**config.mk**
```make
export PLATFORM = sky130hd
export DESIGN_NAME = chan_initial_select
export DESIGN_NICKNAME = d
export VERILOG_FILES = /design/src/rtl/chan_initial_select.sv
export SDC_FILE = /design/constraint.sdc
export NUM_CORES = 1
export LEC_CHECK = 0
export ABC_AREA = 1
export BUFFER_PORTS_ARGS = -buffer_cell sky130_fd_sc_hd__buf_4
export CORE_UTILIZATION = 57
export CTS_CLUSTER_SIZE = 20
export DETAILED_ROUTE_END_ITERATION = 10
export GPL_ROUTABILITY_DRIVEN = 0
export PLACE_DENSITY_LB_ADDON = 0.2
export SYNTH_ARGS = -nofsm -noshare
export SYNTH_HDL_FRONTEND = slang
export SYNTH_SLANG_ARGS = --single-unit
```
**constraint.sdc**
```tcl
create_clock -name clk -period 8.6 [get_ports clk]
set_clock_uncertainty 0.15 [all_clocks]
set_input_delay 1.29 -clock clk [delete_from_list [all_inputs] [get_ports clk]]
set_output_delay 1.29 -clock clk [all_outputs]
set_load 0.05 [all_outputs]
```
**src/rtl/chan_initial_select.sv**
```systemverilog
`default_nettype none
// ============================================================================
// Module      : chan_initial_select
// Description : Channel-side initial-selection sequencer for one bus-and-tag
//               interface. Define CHAN_PARITY_CHECK_EN to check bus-in parity.
// Revision    : 1.0 - initial release
// ============================================================================
module chan_initial_select #(
    parameter int SETUP_CYCLES   = 4,
    parameter int TIMEOUT_CYCLES = 4096
) (
    input  logic       clk,
    input  logic       reset,
    input  logic       enable,
    input  logic       start,
    input  logic [7:0] device_address,
    input  logic [7:0] command,
    output logic       busy,
    output logic       done,
    output logic [2:0] error,
    output logic [7:0] status,
    output logic [7:0] bus_out,
    output logic       bus_out_parity,
    input  logic [7:0] bus_in,
    input  logic       bus_in_parity,
    output logic       operational_out,
    output logic       hold_out,
    output logic       select_out,
    output logic       address_out,
    output logic       command_out,
    output logic       service_out,
    input  logic       operational_in,
    input  logic       address_in,
    input  logic       status_in,
    input  logic       select_in
);

    localparam int c_tmr_w   = $clog2(TIMEOUT_CYCLES + 1);
    localparam int c_setup_w = (SETUP_CYCLES > 1) ? $clog2(SETUP_CYCLES) : 1;

    localparam logic [c_tmr_w-1:0]   c_tmr_load  = c_tmr_w'(TIMEOUT_CYCLES);
    localparam logic [c_tmr_w-1:0]   c_tmr_one   = c_tmr_w'(1);
    localparam logic [c_setup_w-1:0] c_setup_last = c_setup_w'(SETUP_CYCLES - 1);

    localparam logic [3:0] c_idle       = 4'd0;
    localparam logic [3:0] c_addr_setup = 4'd1;
    localparam logic [3:0] c_select     = 4'd2;
    localparam logic [3:0] c_addr_ack   = 4'd3;
    localparam logic [3:0] c_cmd_setup  = 4'd4;
    localparam logic [3:0] c_cmd        = 4'd5;
    localparam logic [3:0] c_status     = 4'd6;
    localparam logic [3:0] c_svc        = 4'd7;
    localparam logic [3:0] c_release    = 4'd8;

    localparam logic [2:0] c_err_ok       = 3'd0;
    localparam logic [2:0] c_err_nodev    = 3'd1;
    localparam logic [2:0] c_err_mismatch = 3'd2;
    localparam logic [2:0] c_err_parity   = 3'd3;
    localparam logic [2:0] c_err_timeout  = 3'd4;
    localparam logic [2:0] c_err_busy     = 3'd5;

    logic [3:0]           r_state, w_state_nxt;
    logic [2:0]           w_fail;
    logic [c_tmr_w-1:0]   r_tmr;
    logic [c_setup_w-1:0] r_setup;
    logic                 r_deskew, r_par_err;
    logic [7:0]           r_addr, r_cmd;

    logic [3:0] r_tag_meta, r_tag_sync;
    logic [7:0] r_bus_meta, r_bus_sync;

    logic       r_busy, r_done, r_bus_par, r_op_out, r_hold, r_sel;
    logic       r_addr_out, r_cmd_out, r_svc;
    logic [2:0] r_error;
    logic [7:0] r_status, r_bus_out;

    logic       w_busy_nxt, w_done_nxt, w_hold_nxt, w_sel_nxt;
    logic       w_addr_out_nxt, w_cmd_out_nxt, w_svc_nxt;
    logic [2:0] w_error_nxt;
    logic [7:0] w_status_nxt, w_bus_out_nxt;

    logic w_op_in, w_addr_in, w_stat_in, w_sel_in;
    logic w_accept, w_expire, w_setup_done, w_par_bad;

    always_ff @(posedge clk or posedge reset) begin
        if (reset) begin
            r_tag_meta <= '0;
            r_tag_sync <= '0;
            r_bus_meta <= '0;
            r_bus_sync <= '0;
        end else begin
            r_tag_meta <= {select_in, status_in, address_in, operational_in};
            r_tag_sync <= r_tag_meta;
            r_bus_meta <= bus_in;
            r_bus_sync <= r_bus_meta;
        end
    end

`ifdef CHAN_PARITY_CHECK_EN
    logic r_par_meta, r_par_sync;

    always_ff @(posedge clk or posedge reset) begin
        if (reset) begin
            r_par_meta <= 1'b0;
            r_par_sync <= 1'b0;
        end else begin
            r_par_meta <= bus_in_parity;
            r_par_sync <= r_par_meta;
        end
    end

    assign w_par_bad = ~(^{r_bus_sync, r_par_sync});
`else
    logic w_unused_par;
    assign w_unused_par = bus_in_parity;
    assign w_par_bad    = 1'b0;
`endif

    assign w_op_in      = r_tag_sync[0];
    assign w_addr_in    = r_tag_sync[1];
    assign w_stat_in    = r_tag_sync[2];
    assign w_sel_in     = r_tag_sync[3];
    assign w_accept     = start & enable & (r_state == c_idle);
    // Expires on the cycle the count would reach zero, so the release lands
    // exactly TIMEOUT_CYCLES after the waiting state was entered.
    assign w_expire     = (r_tmr <= c_tmr_one);
    assign w_setup_done = (r_setup == c_setup_last);

    // State and output register
    always_ff @(posedge clk or posedge reset) begin
        if (reset) begin
            r_state    <= c_idle;
            r_tmr      <= c_tmr_load;
            r_setup    <= '0;
            r_deskew   <= 1'b0;
            r_par_err  <= 1'b0;
            r_addr     <= '0;
            r_cmd      <= '0;
            r_busy     <= 1'b0;
            r_done     <= 1'b0;
            r_error    <= '0;
            r_status   <= '0;
            r_bus_out  <= '0;
            r_bus_par  <= 1'b0;
            r_op_out   <= 1'b0;
            r_hold     <= 1'b0;
            r_sel      <= 1'b0;
            r_addr_out <= 1'b0;
            r_cmd_out  <= 1'b0;
            r_svc      <= 1'b0;
        end else begin
            r_state <= w_state_nxt;
            if (w_state_nxt != r_state) begin
                r_tmr    <= c_tmr_load;
                r_setup  <= '0;
                r_deskew <= 1'b0;
            end else begin
                if (r_tmr != '0)
                    r_tmr <= r_tmr - 1'b1;
                r_setup <= r_setup + 1'b1;
                if (r_state == c_status && w_stat_in)
                    r_deskew <= 1'b1;
            end
            if (w_accept) begin
                r_addr    <= device_address;
                r_cmd     <= command;
                r_par_err <= 1'b0;
            end else if (r_state == c_status && r_deskew) begin
                r_par_err <= w_par_bad;
            end
            r_busy     <= w_busy_nxt;
            r_done     <= w_done_nxt;
            r_error    <= w_error_nxt;
            r_status   <= w_status_nxt;
            r_bus_out  <= w_bus_out_nxt;
            r_bus_par  <= ~(^w_bus_out_nxt);
            r_op_out   <= enable;
            r_hold     <= w_hold_nxt;
            r_sel      <= w_sel_nxt;
            r_addr_out <= w_addr_out_nxt;
            r_cmd_out  <= w_cmd_out_nxt;
            r_svc      <= w_svc_nxt;
        end
    end

    // Next-state logic
    always_comb begin
        w_state_nxt = r_state;
        w_fail      = c_err_ok;
        case (r_state)
            c_idle: begin
                if (w_accept && !w_op_in)
                    w_state_nxt = c_addr_setup;
            end
            c_addr_setup: begin
                if (w_setup_done)
                    w_state_nxt = c_select;
            end
            c_select: begin
                if (w_op_in && w_addr_in) begin
                    w_state_nxt = c_addr_ack;
                end else if (w_sel_in) begin
                    w_state_nxt = c_release;
                    w_fail      = c_err_nodev;
                end else if (w_expire) begin
                    w_state_nxt = c_release;
                    w_fail      = c_err_timeout;
                end
            end
            c_addr_ack: begin
                if (w_par_bad) begin
                    w_state_nxt = c_release;
                    w_fail      = c_err_parity;
                end else if (r_bus_sync != r_addr) begin
                    w_state_nxt = c_release;
                    w_fail      = c_err_mismatch;
                end else begin
                    w_state_nxt = c_cmd_setup;
                end
            end
            c_cmd_setup: begin
                if (w_setup_done)
                    w_state_nxt = c_cmd;
            end
            c_cmd: begin
                if (!w_addr_in) begin
                    w_state_nxt = c_status;
                end else if (w_expire) begin
                    w_state_nxt = c_release;
                    w_fail      = c_err_timeout;
                end
            end
            c_status: begin
                // Bus-in is taken one cycle after status-in is seen
                if (r_deskew) begin
                    w_state_nxt = c_svc;
                end else if (!w_stat_in && w_expire) begin
                    w_state_nxt = c_release;
                    w_fail      = c_err_timeout;
                end
            end
            c_svc: begin
                if (!w_stat_in) begin
                    w_state_nxt = c_release;
                    w_fail      = r_par_err ? c_err_parity : c_err_ok;
                end else if (w_expire) begin
                    w_state_nxt = c_release;
                    w_fail      = c_err_timeout;
                end
            end
            default: w_state_nxt = c_idle;
        endcase
        if (!enable && r_state != c_idle && r_state != c_release) begin
            w_state_nxt = c_release;
            w_fail      = c_err_timeout;
        end
    end

    // Output next-value logic
    always_comb begin
        w_busy_nxt     = r_busy;
        w_done_nxt     = 1'b0;
        w_error_nxt    = r_error;
        w_status_nxt   = r_status;
        w_bus_out_nxt  = r_bus_out;
        w_hold_nxt     = r_hold;
        w_sel_nxt      = r_sel;
        w_addr_out_nxt = r_addr_out;
        w_cmd_out_nxt  = r_cmd_out;
        w_svc_nxt      = r_svc;
        case (r_state)
            c_idle: begin
                if (w_accept) begin
                    w_error_nxt  = c_err_ok;
                    w_status_nxt = '0;
                    if (w_op_in) begin
                        w_done_nxt  = 1'b1;
                        w_error_nxt = c_err_busy;
                    end else begin
                        w_busy_nxt    = 1'b1;
                        w_bus_out_nxt = device_address;
                    end
                end
            end
            c_addr_setup: begin
                if (w_state_nxt == c_select) begin
                    w_addr_out_nxt = 1'b1;
                    w_hold_nxt     = 1'b1;
                    w_sel_nxt      = 1'b1;
                end
            end
            c_addr_ack: begin
                if (w_state_nxt == c_cmd_setup) begin
                    w_addr_out_nxt = 1'b0;
                    w_bus_out_nxt  = r_cmd;
                end
            end
            c_cmd_setup: begin
                if (w_state_nxt == c_cmd)
                    w_cmd_out_nxt = 1'b1;
            end
            c_cmd: begin
                if (w_state_nxt == c_status)
                    w_cmd_out_nxt = 1'b0;
            end
            c_status: begin
                if (w_state_nxt == c_svc) begin
                    w_svc_nxt    = 1'b1;
                    w_status_nxt = r_bus_sync;
                end
            end
            default: ;
        endcase
        if (w_state_nxt == c_release && r_state != c_release) begin
            w_busy_nxt     = 1'b0;
            w_done_nxt     = 1'b1;
            w_error_nxt    = w_fail;
            w_bus_out_nxt  = '0;
            w_hold_nxt     = 1'b0;
            w_sel_nxt      = 1'b0;
            w_addr_out_nxt = 1'b0;
            w_cmd_out_nxt  = 1'b0;
            w_svc_nxt      = 1'b0;
        end
    end

    assign busy            = r_busy;
    assign done            = r_done;
    assign error           = r_error;
    assign status          = r_status;
    assign bus_out         = r_bus_out;
    assign bus_out_parity  = r_bus_par;
    assign operational_out = r_op_out;
    assign hold_out        = r_hold;
    assign select_out      = r_sel;
    assign address_out     = r_addr_out;
    assign command_out     = r_cmd_out;
    assign service_out     = r_svc;

endmodule
`default_nettype wire

```
==> metrics.txt <==
status=complete, no violations; register area share after synthesis=50.54%; ys flop type=dfrtp_1; clk root buf=clkbuf_8; CTS Buf Count=9; worst hold path class=reg -> reg; Area Growth Syn to Fin=16.81%; Cell Area, Placed=0.004852 mm²; PD cells=322.3 mW/mm²; f_max=0.3214 GHz; post-CTS sizing=0; Die ar.=0.007914 mm²; Setup Buffers After CTS=0; Worst path slowest cell=nor2_4; Setup TNS=0 ps; fin nets=612; Post-Syn Instances=511; final-report setup violation count=0; # port buffers=59; Via Count=3476; # DRC=0; 1st-iter DRT viols=222; Synth Area per Inst=8.435 µm²; period utilization=36.17%; WL final=8947 µm; Clock Latency Late Sink=360 ps; Worst Tran Pin Value=1057 ps; CTS tree=done; Worst slew margin=29.53%; die height=88.96 µm; GRT Util Overall=24.38%; CP startpoint=enable; critical path peak fanout=19; ant diodes=0; Die X=88.96 µm; dpl hpwl=6372 µm; drt wl/cell=13.18 µm; Reg clk slew, reported paths=90 ps; vias per std cell=5.119; H-tree lvl count=3; critical path required time=8700 ps; most frequent cells in the layout=nand2_1, dfrtp_1, inv_1, buf_4, nor2_1; IO Pins=61; crit path kind=in -> reg; Core Box Area=0.007292 mm²; post-synthesis cell type count=40; Max stage delay on crit path=350 ps; register bit total from synthesis=87; hold violation count in the final report=0; CP arrival=3220 ps; peak supply drop=158.1 µV; first-pass detailed-route iteration total=4; first-pass GRT wire length=14460 µm; CP dominant cell by count=nand2_1; largest net degree at the start of global routing=88; cell area after layout=0.005035 mm²; Post-Synthesis Cell Area=0.004310 mm²; FP Rows=31; antenna violations before repair=0; share of cells above drive strength 1=22.59%; remaining global-route overflow=0; # hold bufs at CTS=0; LEAKAGE=2.754 nW; Ys Warns=0; critical path cell sequence=buf_4 > nand2_1 > nor2_4 > nand2_4 > nand3_1 > nor2_1 > nand3_2 > nand2_4 > nand2_4 > nor2_8 > nand2_1 > nand3_2 > nand2_2 > nand2_1 > nand2_1 > nand2_1 > nand2_1 > nand2_1 > nand2_1 > nand2_1; commonest non-fill, non-tap cell in the layout=nand2_1; vias in the first global route=3122; RSZ-0062 raised after global routing=no; EDFF count, synth=0; Max Cap Violations=0; R2R Path Start=r_tmr[1]; post-synth net total=548; CP endpoint kind=flop; Max Slew Vio Count=0; beginning of the worst hold path=r_bus_meta[0]; clock buffer depth=2; Startpoint Class=primary input; minimum clock period=3111 ps; ys async rst share=100.0%; # clock sinks=87; post-route ant nets=0; initial core utilization=59.11%
-- power breakdown --
part,leakage (nW),switching (W),internal (W)
logic,1.57,0.000523,0.000252
registers,1.10,0.0000675,0.000516
clock network,0.0861,0.000149,0.000115
total,2.75,0.000740,0.000883
-- final timing paths --
path,to,slack (ps),cells after the start
max reg2reg,r_tmr[10],5810,16
min reg2reg,r_bus_sync[0],200,0
min in group asynchronous,status[2],1110,3
max in group asynchronous,r_tmr[0],6500,3
min,r_bus_sync[0],200,0
max,bus_out_parity,5490,20
-- through the flow --
stage	hold WS, ps	std cells	setup slack (ps)	power, W	utilization, %
3_3_place_gp	182.2	663	5171	0.001338	66.54
3_5_place_dp	184.7	663	5140	0.001364	66.54
4_1_cts	205.5	679	5513	0.001630	69.05
2_1_floorplan	181.2	511	4911	0.001183	-
5_1_grt	212.6	679	5261	0.001751	69.05
6_report	204.4	679	5489	0.001623	69.05
-- layer usage --
layer / up-vias / global-route usage [%] / part of all wire, %
li1: 1733 / - / -
met1: 1647 / 33.70 / 47
met2: 86 / 39.09 / 48
met3: 10 / 5.540 / 4.4
met4: 0 / 6.782 / 1.2
met5: - / 0 / 0
-- state kept, by name, indices dropped and copies added (netlist names), 2 cells and up --
| register | flops |
|---|---|
| bus_out | 8 |
| r_tag_meta | 4 |
| r_bus_sync | 8 |
| r_cmd | 8 |
| r_setup | 2 |
| r_tmr | 13 |
| r_addr | 8 |
| status | 8 |
| r_bus_meta | 8 |
| r_state | 4 |
| r_tag_sync | 4 |
| error | 3 |
-- worst max-delay path, delay by kind of cell --
kind,cells,cell delay [ps]
and+or+nand+nor,19,1840
buffers and inverters,1,90
-- cell type report --
| type | count | area, µm² |
|---|---|---|
| clock buffers | 11 | 141.4 |
| flip-flops and latches | 87 | 2178 |
| fillers | 612 | 2257 |
| well taps | 99 | 123.9 |
| clock inverters | 5 | 41.29 |
| repair buffers | 60 | 450.4 |
| inverters | 87 | 341.6 |
| multi-input cells | 330 | 1758 |
-- synthesized netlist by cell type (2+ instances only) --
library cell | count | area (µm²)
a211oi_1 | 2 | 15.01
a21oi_1 | 9 | 45.04
buf_4 | 2 | 15.01
clkbuf_1 | 4 | 15.01
dfrtp_1 | 86 | 2152
ha_1 | 4 | 50.05
inv_1 | 76 | 285.3
inv_2 | 10 | 37.54
nand2_1 | 121 | 454.2
nand2_2 | 16 | 100.1
nand2_4 | 6 | 67.56
nand3_1 | 38 | 190.2
nand3_2 | 6 | 60.06
nand3b_1 | 2 | 15.01
nand4_1 | 9 | 56.30
nor2_1 | 41 | 153.9
nor2_2 | 7 | 43.79
nor2_4 | 2 | 22.52
nor3_1 | 3 | 15.01
o21ai_0 | 23 | 115.1
o21ai_1 | 2 | 10.01
o22ai_1 | 8 | 50.05
o31ai_1 | 2 | 15.01
or2_2 | 2 | 12.51
xnor2_1 | 8 | 70.07
xor2_1 | 8 | 70.07
-- cell families after synthesis --
group                      after synthesis  synth area share [%]
and+or+nand+nor                        259                 29.61
buffers and inverters                   94                 8.679
DFF                                     87                 50.54
AOI/OAI and AO/OA                       51                 6.763
xor gates and xnor gates                16                 3.251
adders and majority gates                4                 1.161
Note: power is estimated with default switching activity, not from simulation.
